## config.mk

```make
export PLATFORM = sky130hd
export DESIGN_NAME = obstacle_motion_ctrl
export DESIGN_NICKNAME = d
export VERILOG_FILES = /design/src/rtl/obstacle_motion_ctrl.sv
export SDC_FILE = /design/constraint.sdc
export NUM_CORES = 1
export LEC_CHECK = 0
export ABC_AREA = 1
export CORE_MARGIN = 5
export CORE_UTILIZATION = 40
export CTS_BUF_LIST = sky130_fd_sc_hd__clkbuf_4 sky130_fd_sc_hd__clkbuf_8
export DETAILED_ROUTE_END_ITERATION = 10
export PLACE_DENSITY = 0.7
export SLEW_MARGIN = 25
export SYNTH_ARGS = -nofsm -noshare
export SYNTH_HDL_FRONTEND = slang
export SYNTH_SLANG_ARGS = --single-unit
```

## constraint.sdc

```tcl
create_clock -name clk -period 2.4 [get_ports clk]
set_input_delay 0.48 -clock clk [delete_from_list [all_inputs] [get_ports clk]]
set_output_delay 0.48 -clock clk [all_outputs]
set_load 0.03 [all_outputs]
```

## src/rtl/obstacle_motion_ctrl.sv

```systemverilog
// Multi-lane obstacle position counters with a saturating game timer and level ramp.
// Registered outputs; advancement only on RUN-state ticks, clear has top priority.
module obstacle_motion_ctrl #(
  parameter int NUM_LANES    = 4,
  parameter int POS_W        = 10,
  parameter int TIME_W       = 11,
  parameter int WRAP_LIMIT   = 680,
  parameter int BASE_STEP    = 5,
  parameter int LANE_SPACING = 160,
  parameter int LEVEL_TICKS  = 600,
  parameter int MAX_LEVEL    = 7
) (
  input  logic                         clk,
  input  logic                         reset,
  input  logic                         tick,
  input  logic                         menu_screen,
  input  logic                         player_won,
  input  logic                         player_lost,
  input  logic                         pause,
  input  logic [NUM_LANES-1:0]         lane_restart,
  output logic [NUM_LANES*POS_W-1:0]   obj_pos,
  output logic [NUM_LANES-1:0]         lane_wrap,
  output logic [TIME_W-1:0]            game_time,
  output logic [2:0]                   level,
  output logic                         level_up,
  output logic [1:0]                   run_state
);

  localparam int LVL_W = 3;
  localparam int TMR_W = $clog2(LEVEL_TICKS);

  localparam logic [POS_W-1:0]  WRAP_V    = POS_W'(WRAP_LIMIT);
  localparam logic [POS_W-1:0]  BASE_V    = POS_W'(BASE_STEP);
  localparam logic [TMR_W-1:0]  TMR_LAST  = TMR_W'(LEVEL_TICKS - 1);
  localparam logic [LVL_W-1:0]  LVL_MAX_V = LVL_W'(MAX_LEVEL);
  localparam logic [TIME_W-1:0] TIME_MAX  = '1;

  // The largest sum ever formed must fit in a lane counter, and every stagger start must lie below the wrap point.
  if (WRAP_LIMIT - 1 + BASE_STEP + MAX_LEVEL >= (1 << POS_W)) begin : g_bad_pos_w
    $error("obstacle_motion_ctrl: POS_W too small for WRAP_LIMIT + max step");
  end
  if ((NUM_LANES - 1) * LANE_SPACING >= WRAP_LIMIT) begin : g_bad_spacing
    $error("obstacle_motion_ctrl: lane stagger exceeds WRAP_LIMIT");
  end
  if (MAX_LEVEL > 7) begin : g_bad_level
    $error("obstacle_motion_ctrl: MAX_LEVEL must fit in 3 bits");
  end

  typedef enum logic [1:0] {
    ST_IDLE   = 2'b00,
    ST_RUN    = 2'b01,
    ST_PAUSED = 2'b10
  } state_t;

  state_t                 r_state;
  logic [POS_W-1:0]       r_pos [NUM_LANES];
  logic [NUM_LANES-1:0]   r_wrap;
  logic [TIME_W-1:0]      r_game_time;
  logic [LVL_W-1:0]       r_level;
  logic [TMR_W-1:0]       r_lvl_tmr;
  logic                   r_level_up;

  logic                   w_clear;
  logic [POS_W-1:0]       w_step;

  assign w_clear = menu_screen | player_won | player_lost;
  assign w_step  = BASE_V + {{(POS_W-LVL_W){1'b0}}, r_level};

  always_ff @(posedge clk or posedge reset) begin
    if (reset) begin
      r_state     <= ST_IDLE;
      for (int i = 0; i < NUM_LANES; i++) r_pos[i] <= POS_W'(i * LANE_SPACING);
      r_wrap      <= '0;
      r_game_time <= '0;
      r_level     <= '0;
      r_lvl_tmr   <= '0;
      r_level_up  <= 1'b0;
    end else begin
      r_wrap     <= '0;
      r_level_up <= 1'b0;
      if (w_clear) begin
        r_state     <= ST_IDLE;
        for (int i = 0; i < NUM_LANES; i++) r_pos[i] <= POS_W'(i * LANE_SPACING);
        r_game_time <= '0;
        r_level     <= '0;
        r_lvl_tmr   <= '0;
      end else begin
        case (r_state)
          ST_IDLE: if (tick && !pause) r_state <= ST_RUN;
          ST_RUN: begin
            // Pause wins over a coincident tick: the tick is dropped, not deferred.
            if (pause) begin
              r_state <= ST_PAUSED;
            end else if (tick) begin
              for (int i = 0; i < NUM_LANES; i++) begin
                if (lane_restart[i]) begin
                  r_pos[i] <= POS_W'(i * LANE_SPACING);
                end else if (r_pos[i] >= WRAP_V) begin
                  r_pos[i]  <= POS_W'(i * LANE_SPACING);
                  r_wrap[i] <= 1'b1;
                end else begin
                  r_pos[i] <= r_pos[i] + w_step;
                end
              end
              if (r_game_time != TIME_MAX) r_game_time <= r_game_time + 1'b1;
              if (r_lvl_tmr == TMR_LAST) begin
                r_lvl_tmr <= '0;
                if (r_level < LVL_MAX_V) begin
                  r_level    <= r_level + 1'b1;
                  r_level_up <= 1'b1;
                end
              end else begin
                r_lvl_tmr <= r_lvl_tmr + 1'b1;
              end
            end
          end
          ST_PAUSED: if (!pause) r_state <= ST_RUN;
          default:   r_state <= ST_IDLE;
        endcase
      end
    end
  end

  for (genvar g = 0; g < NUM_LANES; g++) begin : g_pack
    assign obj_pos[g*POS_W +: POS_W] = r_pos[g];
  end

  assign lane_wrap = r_wrap;
  assign game_time = r_game_time;
  assign level     = r_level;
  assign level_up  = r_level_up;
  assign run_state = r_state;

endmodule
```

Word level (Yosys, flattened, before mapping) --
Cells that the tools add are included.
Cells by class: shift operators 0, order comparisons 5, multiplexer cells 51, reduce and logical (&&, ||, !) cells 12, div/mod/pow operators 0, add/subtract/negate cells 8, $mul 0, bitwise gates (word level) 2, eq/ne operators 8
Operators by type and width (count):
- 2-to-1 mux 40 bit | 4
- 2-to-1 mux 10 bit | 13
- 2-to-1 mux 11 bit | 5
- adder 10 x 4 -> 10 bit | 4
- >= comparator 10 bit, second input constant | 4
- 2-to-1 mux 3 bit | 6
- 2-to-1 mux 4 bit | 4
- 2-to-1 mux 1 bit | 14
- adder 11 x 1 -> 11 bit, second input constant | 1
- inequality test 11 bit, second input constant | 1
- adder 10 x 1 -> 10 bit, second input constant | 1
- == test 10 bit, second input constant | 1
- nonzero test 2 bit | 5
- inequality test 3 bit, second input constant | 3
- 2-to-1 mux 2 bit | 4
- case mux 2 bit (3 select lines) | 1
- AND reduction 3 bit | 2
- AND reduction 5 bit | 1
- adder 3 x 3 -> 4 bit, first input constant | 1
- AND reduction 4 bit | 1
- adder 3 x 1 -> 3 bit, second input constant | 1
- < comparator 3 bit, second input constant | 1
- == test 2 x 1 -> 1 bit, second input constant | 1
- == test 2 bit, second input constant | 1
- other kinds (5) | 6
Word-level totals: bits in latches 0, bits of input ports 11, memories kept 0, word-level logic and storage cells 96, RAM bits 0, output and inout port bits 61, flip-flop bits (word level) 71, bits in read-only memories 0

Longest topological paths before layout --
depth in word-level cells 8, gate-level depth with buffers 13, mapped depth without buffers 13

Worst setup path before layout --
No wires, ideal clock.
path kind register -> register, start register r_level[0], in the netlist level[0], end register r_pos (netlist bit obj_pos[16]), cell stages (with the launch flop) 10, arrival 2.089 ns, period minus slack after synthesis 2.203 ns, buffers on the path 0, required time 2.286 ns, path slack 0.197 ns, cells stage by stage dfrtp_1 ha_1 inv_1 fa_1 o21ai_1 nand2_1 nor2_1 nand2_1 nand2_1 nor2_1
On the way: cells in the longest elaborated chain, start to end 8
RTL lines:
- from (decl) | line 59 | logic [LVL_W-1:0] r_level;
- from (signal assigned) | line 109 | r_level <= r_level + 1'b1;
- adder 3 x 3 -> 4 bit | line 67 | assign w_step = BASE_V + {{(POS_W-LVL_W){1'b0}}, r_level};
- adder 10 x 4 -> 10 bit | line 102 | r_pos[i] <= r_pos[i] + w_step;
- 2-to-1 mux 10 bit | line 98 | end else if (r_pos[i] >= WRAP_V) begin
- 2-to-1 mux 10 bit | line 96 | if (lane_restart[i]) begin
- 2-to-1 mux 40 bit | line 94 | end else if (tick) begin
- 2-to-1 mux 40 bit | line 92 | if (pause) begin
- 2-to-1 mux 40 bit | line 88 | case (r_state)
- 2-to-1 mux 40 bit | line 81 | if (w_clear) begin
- to (signal, indexed assignment) | line 97 | r_pos[i] <= POS_W'(i * LANE_SPACING);
- to (signal, indexed assignment) | line 99 | r_pos[i] <= POS_W'(i * LANE_SPACING);
- to (signal, indexed assignment) | line 102
- to (decl) | line 56 | logic [POS_W-1:0] r_pos [NUM_LANES];
Every way passes these cells. The select of a mux whose other input is x is not followed. A chain may end at the register's enable or synchronous reset.

Worst setup path after layout --
Same ends and word-level chain as after synthesis.

==> impl_metrics.py <==
metrics = {
    "placed_design": {
        "portBuffers": 71,
        "postPlaceCellArea_sq_mm": 0.005376,
        "dpl.hpwl_um": 8633,
        "dp.cells": 820,
        "gp_congestion": 0.8735,
    },
    "synthesis": {
        "netlist_area_sq_mm": 0.004457,
        "yosysSeqAreaShare": 0.4009,
        "synthCells": 608,
        "async_flop_share": 1.000,
        "synth_most_common_cell": "nand2_1",
        "synth_nets": 643,
        "synth-seq-cells": 71,
        "synth_top_cell_by_area": "dfrtp_1",
        "synthTopCellsByArea": "dfrtp_1, nand2_1, nand3_1",
        "netlist.area_leader.share": 0.3537,
        "synth.distinct_cells": 37,
        "synth_common_cells": "nand2_1, nand3_1, dfrtp_1, inv_1, nor2_1",
        "synth_edf_count": 0,
        "synth_top_flop_cell": "dfrtp_1",
        "syn_avg_cell_area_sq_um": 7.330,
        "yosys_warnings": 0,
    },
    "run_status": {
        "status": "completed",
    },
    "clocking": {
        "numCtsBuffers": 9,
        "postCtsHoldBufs": 0,
        "root_buffer": "clkbuf_8",
        "cts_sinks": 71,
        "htreeDepth": 3,
        "clockBufferDepth": 2,
        "cts_tree": "done",
        "post_cts_buffers": 0,
        "clk_latency_ns": 0.35,
        "clk_pin_slew_ns": 0.08,
    },
    "timing": {
        "final-max-slew-violation-count": 0,
        "min_period_ns": 2.281,
        "holdWs_ns": 0.5067,
        "tightest_slew_ns": 0.4629,
        "setup_viol_count_final": 0,
        "tns_ns": 0,
        "hold_viol_final": 0,
        "fin_skew_ns": 0.01176,
        "fin_crit_sh": 0.9503,
        "timing.fmax_mhz": 438.5,
        "slew_headroom": 0.6909,
        "rsz0062_at_grt": "false",
    },
    "route": {
        "via_per_inst": 5.148,
        "routed_wl_um": 11660,
        "drtIter0Drc": 287,
        "drcViolationCount": 0,
        "vias": 4304,
        "avgRoutedWirePerCell_um": 13.94,
        "detail-route-antenna-nets": 0,
        "dr.pass1.iters": 5,
    },
    "critical_path": {
        "slowest_stage": "dfrtp_1",
        "critical_path_class": "reg2reg",
        "crit_buf_inv": 1,
        "endpoint_kind": "flop",
        "path_delay_family": "adder cells",
        "path_common_cell": "nand2_1",
        "cp_cell_sequence": "ha_1, xor2_1, inv_1, ha_1, nand2_1, o21ai_1, nand2_1, nor2_1, nand2_1, nand2_1, nor2_1",
        "start_kind": "flop",
        "required_ns": 2.64,
        "cp.arrival_ns": 2.52,
        "crit_fanout": 6,
        "max_stage_delay_ns": 0.47,
    },
    "finish": {
        "utilization": 0.5151,
        "areaGrowthSynthToFinish_pct": 25.83,
        "final_cells": 836,
        "regArea_sq_mm": 0.001787,
        "num_antenna_cells": 0,
        "nets": 726,
        "fill_cells": 1031,
        "drive_gt1_frac": 0.08621,
        "stdcell_area_sq_mm": 0.005608,
        "multi_input_area_sq_mm": 0.002322,
    },
    "floorplan": {
        "die-height_um": 115.6,
        "core-area_sq_mm": 0.01089,
        "start_util": 0.4093,
        "ios": 72,
        "dieArea_sq_mm": 0.01335,
        "rows": 38,
        "die_x_um": 115.6,
    },
    "power_and_ir_drop": {
        "power_density_mw_per_mm2": 435.9,
        "p_leak_nw": 2.664,
        "vdd_drop_max_mv": 0.3324,
    },
    "global_route": {
        "grtUsageTotal": 0.1839,
        "antenna_found_initial": 0,
        "grt_max_degree": 52,
        "grt_pass1_vias": 4278,
        "overflow": 0,
        "grt_pass1_wl_um": 19930,
    },
    "worst_hold_path": {
        "hold_path_class": "in2async",
    },
    "job": {
        "cap_violations": 0,
    },
}
-- routing by layer --
layer / global-route usage / vias up / part of all wire
met3: 0.04752 / 8 / 0.056
li1: - / 2130 / -
met4: 0.03365 / 0 / 0.0070
met2: 0.3164 / 117 / 0.48
met5: 0 / - / 0
met1: 0.2364 / 2049 / 0.46
-- state kept, by name, indices dropped and copies added (netlist names) --
register / flops
r_lvl_tmr: 10
run_state: 2
game_time: 11
level: 3
lane_wrap: 4
obj_pos: 40
level_up: 1
-- final timing paths --
kind / from / endpoint / slack (ns) / depth (start not counted)
worst min-delay path: reset / game_time[0] / 0.51 / 3
worst min register to register: obj_pos[38] / obj_pos[38] / 0.51 / 2
max in group asynchronous: reset / obj_pos[26] / 1.59 / 3
worst max-delay path: level[0] / obj_pos[16] / 0.12 / 11
worst max register to register: level[0] / obj_pos[16] / 0.12 / 11
min in group clk: obj_pos[38] / obj_pos[38] / 0.51 / 2
-- where the power goes --
| group | internal, mW | switching (mW) | leakage, nW |
|---|---|---|---|
| registers | 1.20 | 0.00276 | 0.964 |
| clock network | 0.665 | 0.452 | 0.120 |
| logic | 0.0432 | 0.0833 | 1.58 |
| total | 1.91 | 0.538 | 2.66 |
-- area by class of cell --
class                   instances  share of cell area
clock buffers                  13             0.02967
clock inverters                 3             0.01160
inverters                      74             0.04975
multi-input cells             452              0.4141
flip-flops and latches         71              0.3186
well taps                     140             0.03124
repair buffers                 83              0.1450
-- worst register-to-register path: stages (launching register included) --
cell and delay (ns):
dfrtp_1 0.47, ha_1 0.24, xor2_1 0.18, inv_1 0.16, ha_1 0.39, nand2_1 0.07, o21ai_1 0.23, nand2_1 0.12
nor2_1 0.15, nand2_1 0.07, nand2_1 0.06, nor2_1 0.04
-- stage by stage --
stage                     worst slack, ns  total power, mW
after floorplan                    0.1367            1.299
after global placement             0.2436            1.350
after detailed placement           0.1481            1.352
after CTS                          0.1276            2.476
after global routing             0.003581            2.546
final                              0.1193            2.445
-- cells in the final DEF, fill, tap and decap left out, drive strengths merged, types with 20 or more instances in the layout --
cell type      instances
nand3                 65
clkdlybuf4s50         71
nand2                200
ha                    20
o21ai                 21
nor2                  52
a21oi                 20
nand4                 21
dfrtp                 63
inv                   72
-- cell families (layout without fill, tap and decap cells) --
logic type,count (synthesis),after routing,synth area share
simple gates,358,358,0.3481
buf+inv,85,173,0.07804
flops,71,71,0.4009
compound gates,54,54,0.06738
fa+ha+maj,24,24,0.07412
xor+xnor,16,16,0.03144
-- what timing repair did --
item	4_1_cts	5_1_grt
endpoints found under the setup margin	0	1
gates resized for setup	0	1
hold endpoints to repair	0	0
Power figures use the tool's default switching activity.
